[config.mk]
export PLATFORM = sky130hd
export DESIGN_NAME = pipelined_add_sub_acc
export DESIGN_NICKNAME = d
export VERILOG_FILES = /design/src/rtl/arith_pkg.sv /design/src/rtl/add_chunk.sv /design/src/rtl/pipelined_add_sub_acc.sv
export SDC_FILE = /design/constraint.sdc
export NUM_CORES = 1
export LEC_CHECK = 0
export CAP_MARGIN = 25
export CORE_UTILIZATION = 25
export DETAILED_ROUTE_END_ITERATION = 12
export GPL_TIMING_DRIVEN = 1
export PLACE_DENSITY = 0.51
export SYNTH_ARGS = -nofsm -noshare
export SYNTH_HDL_FRONTEND = slang
export SYNTH_SLANG_ARGS = --single-unit
[constraint.sdc]
create_clock -name clk -period 2.8 [get_ports clk]
set_input_delay 0.42 -clock clk [delete_from_list [all_inputs] [get_ports clk]]
set_output_delay 0.42 -clock clk [all_outputs]
set_load 0.01 [all_outputs]
[src/rtl/arith_pkg.sv]
// arith_pkg: shared opcodes, flag indices and config check
// for the chunk-pipelined add/sub datapath.
`ifndef ARITH_PKG_SV
`define ARITH_PKG_SV

`define ARITH_LEGAL(W, C) \
  (((C) > 0) && ((W) >= (C)) && (((W) % (C)) == 0))

package arith_pkg;

  localparam logic OP_ADD = 1'b0;
  localparam logic OP_SUB = 1'b1;

  localparam int FLG_C = 0;
  localparam int FLG_V = 1;
  localparam int FLG_Z = 2;
  localparam int FLG_N = 3;
  localparam int NFLG  = 4;

endpackage

`endif

[src/rtl/add_chunk.sv]
// add_chunk: combinational CHUNK-bit ripple adder slice
// exposing the carry into its top bit for overflow.
module add_chunk
  import arith_pkg::*;
#(
  parameter int CHUNK = 4
) (
  input  logic [CHUNK-1:0] x,
  input  logic [CHUNK-1:0] y,
  input  logic             ci,
  output logic [CHUNK-1:0] s,
  output logic             co,
  output logic             c_msb_in
);

  logic [CHUNK:0] c;

  assign c[0] = ci;

  for (genvar i = 0; i < CHUNK; i++) begin : g_bit
    assign s[i]   = x[i] ^ y[i] ^ c[i];
    assign c[i+1] = (x[i] & y[i]) | (c[i] & (x[i] ^ y[i]));
  end

  assign co       = c[CHUNK];
  assign c_msb_in = c[CHUNK-1];

endmodule

[src/rtl/pipelined_add_sub_acc.sv]
// pipelined_add_sub_acc: add/sub with one carry chunk per
// stage, global stall, status flags and an accumulator.
module pipelined_add_sub_acc
  import arith_pkg::*;
#(
  parameter int WIDTH = 16,
  parameter int CHUNK = 4
) (
  input  logic             clk,
  input  logic             rst_n,
  input  logic             in_valid,
  output logic             in_ready,
  input  logic [WIDTH-1:0] a,
  input  logic [WIDTH-1:0] b,
  input  logic             sub,
  input  logic             acc_en,
  input  logic             acc_clr,
  output logic             out_valid,
  input  logic             out_ready,
  output logic [WIDTH-1:0] sum,
  output logic             cout,
  output logic             ovf,
  output logic             zero,
  output logic             neg
);

  localparam int STAGES = WIDTH / CHUNK;

  if (!`ARITH_LEGAL(WIDTH, CHUNK)) begin : g_bad_cfg
    $error("WIDTH must be a positive multiple of CHUNK");
  end

  logic [STAGES-1:0] sv;
  logic [STAGES-1:0] sacc;
  logic [WIDTH-1:0]  sa [STAGES];
  logic [WIDTH-1:0]  sb [STAGES];
  logic [WIDTH-1:0]  ss [STAGES];
  logic              sc [STAGES];

  logic [WIDTH-1:0]  xa [STAGES];
  logic [WIDTH-1:0]  xb [STAGES];
  logic [WIDTH-1:0]  xs [STAGES];
  logic [WIDTH-1:0]  ns [STAGES];
  logic              xc [STAGES];
  logic              xv [STAGES];
  logic              xacc [STAGES];
  logic              nc [STAGES];
  logic              ncm [STAGES];

  logic [NFLG-1:0]   flg;
  logic [NFLG-1:0]   nflg;
  logic [WIDTH-1:0]  acc;
  logic              advance;
  logic              busy;
  logic              acc_busy;
  logic              fire;

  assign out_valid = sv[STAGES-1];
  assign advance   = !(out_valid && !out_ready);
  assign busy      = |sv;
  assign acc_busy  = |(sv & sacc);
  // acc beats need an empty pipe so they see the updated acc
  assign in_ready  = advance && !acc_busy && !(acc_en && busy);
  assign fire      = in_valid && in_ready;

  for (genvar k = 0; k < STAGES; k++) begin : g_stage
    logic [CHUNK-1:0] cs;
    logic [WIDTH-1:0] merged;

    if (k == 0) begin : g_head
      assign xa[k]   = acc_en ? acc : a;
      assign xb[k]   = (sub == OP_SUB) ? ~b : b;
      assign xs[k]   = '0;
      assign xc[k]   = sub;
      assign xv[k]   = fire;
      assign xacc[k] = acc_en;
    end else begin : g_body
      assign xa[k]   = sa[k-1];
      assign xb[k]   = sb[k-1];
      assign xs[k]   = ss[k-1];
      assign xc[k]   = sc[k-1];
      assign xv[k]   = sv[k-1];
      assign xacc[k] = sacc[k-1];
    end

    add_chunk #(
      .CHUNK(CHUNK)
    ) u_add (
      .x       (xa[k][k*CHUNK +: CHUNK]),
      .y       (xb[k][k*CHUNK +: CHUNK]),
      .ci      (xc[k]),
      .s       (cs),
      .co      (nc[k]),
      .c_msb_in(ncm[k])
    );

    always_comb begin
      merged = xs[k];
      merged[k*CHUNK +: CHUNK] = cs;
    end

    assign ns[k] = merged;
  end

  always_comb begin
    nflg        = '0;
    nflg[FLG_C] = nc[STAGES-1];
    nflg[FLG_V] = nc[STAGES-1] ^ ncm[STAGES-1];
    nflg[FLG_Z] = (ns[STAGES-1] == '0);
    nflg[FLG_N] = ns[STAGES-1][WIDTH-1];
  end

  always_ff @(posedge clk or negedge rst_n) begin
    if (!rst_n) begin
      sv   <= '0;
      sacc <= '0;
      flg  <= '0;
      for (int k = 0; k < STAGES; k++) begin
        sa[k] <= '0;
        sb[k] <= '0;
        ss[k] <= '0;
        sc[k] <= 1'b0;
      end
    end else if (advance) begin
      for (int k = 0; k < STAGES; k++) begin
        sv[k]   <= xv[k];
        sacc[k] <= xacc[k];
        sa[k]   <= xa[k];
        sb[k]   <= xb[k];
        ss[k]   <= ns[k];
        sc[k]   <= nc[k];
      end
      flg <= nflg;
    end
  end

  always_ff @(posedge clk or negedge rst_n) begin
    if (!rst_n) begin
      acc <= '0;
    end else if (acc_clr) begin
      acc <= '0;
    end else if (out_valid && out_ready && sacc[STAGES-1]) begin
      acc <= ss[STAGES-1];
    end
  end

  assign sum  = ss[STAGES-1];
  assign cout = flg[FLG_C];
  assign ovf  = flg[FLG_V];
  assign zero = flg[FLG_Z];
  assign neg  = flg[FLG_N];

endmodule

==> out/summary.txt <==
Top-Level Pins - 61
Final design utilization - 0.331
CP endpoint kind - output port
Setup violations, final - 0
R2R setup slack - 0.33 ns
Top cells by area, synth - dfrtp_1 (58%), nand2_1 (15%), fa_1 (5.9%), o21ai_0 (3.3%), a22o_1 (2.8%)
Simple-Gate Fraction of Synth Area - 0.172
Post-Syn Instances - 510
Pins Over Slew Limit - 0
Peak VDD IR - 0.322 mV
Syn Nets - 564
Post-CTS Setup Repair Bufs - 0
Area leader, netlist - dfrtp_1
RSZ-0062 raised after global routing - no
Post-DP HPWL - 7550 um
Multiplexer share of the synthesized area - 0.0320
DIE WIDTH - 145 um
WP data arrival - 2.08 ns
Core outline area - 19700 sq um
DRC Markers - 0
Initial antenna violation count - 0
Gr ovfl total - 0
Post-synthesis async set-or-reset flop share - 1.00
Nets@finish - 624
Syn avg cell area - 9.98 sq um
Pwr Total - 6.74 mW
Gpl congestion - 0.731
Iteration-0 DRC Markers - 251
Hold slack - 0.0424 ns
Fin. Hold Viols - 0
Yosys warns - 0
Total global-route track usage - 0.116
Largest family of logic cells by synthesized area - simple AND/OR/NAND/NOR gates
Post-DRT Antenna Nets - 0
Critical Path Start Type - primary input
Max Buffers Root-to-Sink - 2
Synth top area share - 0.580
Num rows - 51
Die Y - 145 um
Initial core utilization - 0.258
H-tree depth - 4
Number of synthesized flops with an enable pin - 0
Vias/cell - 4.12
Vias in the first global route - 3473
Via count - 3476
Worst Skew - 0.00544 ns
#FFs+latches synth - 118
Ant. Diodes - 0
Slew headroom - 0.352
Fillers - 2001
Dominant synthesized flop cell - dfrtp_1
Num CTS Buffers - 17
Most instantiated cells after synthesis - nand2_1 (200), dfrtp_1 (118), o21ai_0 (34)
Max_cap viols - 0
DRT Pass-1 Iters - 4
Critical path type - primary input to output port
Routed wire length - 11100 um
TritonCTS clock tree - done
Worst Path Max Fanout - 14
Clock transition at path regs - 0.05 ns
Top-count cell post-synth - nand2_1
First-pass GRT wire length - 18400 um
Cell variety after synth - 25
Pin count of the biggest net entering global routing - 103
Synth Area in XOR/XNOR - 0.0293
Compound-Gate Fraction of Synth Area - 0.0809
Area Growth Syn to Fin - 28.5%
Slew @ Worst Pin - 0.972 ns
PwrDens - 1030 nW/um^2
CP Data Required Time - 2.38 ns
Cell area after synthesis - 5090 sq um
PortBufs - 60
Fin crit share - 0.891
Worst hold path type - primary input to asynchronous set/reset pin
Drt wl/cell - 13.2 um
Run status - complete, no violations
P_leak - 3.08 nW
Sequential-to-total area share from yosys stat - 0.580
Clk Latency, worst-skew pair - 0.40 ns
Buffer type at the clock tree root - clkbuf_16
Fmax - 0.401 GHz
Post-synthesis adder-cell area fraction - 0.0590
Fraction of final layout cells sized beyond drive strength 1 - 0.0777
Clock sinks - 118
Die area - 20900 sq um
R2r worst-path depth - 10
Min Tclk post-route - 2.50 ns
==> layout by cell type, fill, tap and decap left out <==
cell type and count:
clkbuf_16 17, nor2_2 1, nor4b_1 1, fa_1 15
clkdlybuf4s50_1 59, dfrtp_1 118, buf_12 2, a22oi_1 2
mux2_2 2, buf_4 9, inv_1 23, nand2b_1 1
o41ai_1 1, a22o_1 16, clkbuf_8 6, xor2_1 6
mux2i_1 14, nor4_1 2, clkinv_2 3, o21ai_0 34
nand3_1 2, nand2b_2 1, clkbuf_1 1, a21oi_1 13
nor2_1 14, a31oi_2 1, nand4_1 1, bufinv_16 1
nand2_1 200, xnor2_1 11, nor4b_2 1, and2b_2 1
==> stage by stage <==
step	worst slack, ns	area (sq um)	setup TNS [ns]	cells
after floorplan	0.461	5090	0	510
after global placement	0.0149	5970	0	816
after detailed placement	-0.116	5970	-0.150	816
after CTS	0.162	6530	0	844
after global routing	0.122	6540	0	844
final	0.305	6540	0	844
==> worst max-delay path: stages <==
cell and delay [ns]:
clkdlybuf4s50_1 0.49, buf_4 0.26, o41ai_1 0.09, nand3_1 0.14, nor2_1 0.12, clkdlybuf4s50_1 0.55
==> worst paths after layout <==
| kind | from | to |
|---|---|---|
| worst max-delay path | acc_en | in_ready |
| worst min-delay path | rst_n | sacc[3]$_DFFE_PN0N_ |
| worst max register to register | sc[1]$_DFFE_PN0N_ | flg[2]$_DFFE_PN0N_ |
| worst min register to register | sb[47]$_DFFE_PN0N_ | sb[47]$_DFFE_PN0N_ |
| max in group asynchronous | rst_n | acc[3]$_DFFE_PN0P_ |
| min in group clk | sb[47]$_DFFE_PN0N_ | sb[47]$_DFFE_PN0N_ |
==> power by group <==
part | internal [mW] | switching (mW)
Combinational | 0.883 | 1.03
Clock | 1.34 | 0.696
Sequential | 2.35 | 0.448
Total | 4.57 | 2.17
==> registers in the layout, summed over array words and instances (netlist names) <==
signal and count:
sacc 4, sv 4, sa 24, flg 3
acc 16, sc 3, g_stage.merged 24, sum 16
sb 24
==> final cells by class <==
class | instances | area, sq um | share of cell area
multi-input combinational | 340 | 1910 | 0.292
clock buffer | 24 | 512 | 0.0783
clock inverter | 4 | 45.0 | 0.00689
sequential | 118 | 2950 | 0.452
timing repair buffer | 70 | 698 | 0.107
tap | 265 | 332 | 0.0507
inverter | 23 | 86.3 | 0.0132
==> repair_timing <==
action,CTS,global route
hold buffers,0,0
setup endpoints to repair,0,1
gates resized for setup,0,1
==> kinds of logic (layout without fill, tap and decap cells) <==
group | after synthesis | after routing
AOI/OAI and AO/OA | 67 | 67
xor gates and xnor gates | 17 | 17
adders and majority gates | 15 | 15
buffers and inverters | 52 | 121
DFF | 118 | 118
muxes | 16 | 16
and+or+nand+nor | 225 | 225
==> per-layer routing <==
layer | vias up | share of wire | global-route usage
met1 | 1660 | 0.48 | 0.155
li1 | 1737 | - | -
met5 | - | 0 | 0
met4 | 0 | 0.018 | 0.0504
met3 | 17 | 0.050 | 0.0339
met2 | 62 | 0.45 | 0.173
(Power assumes the default switching activity.)
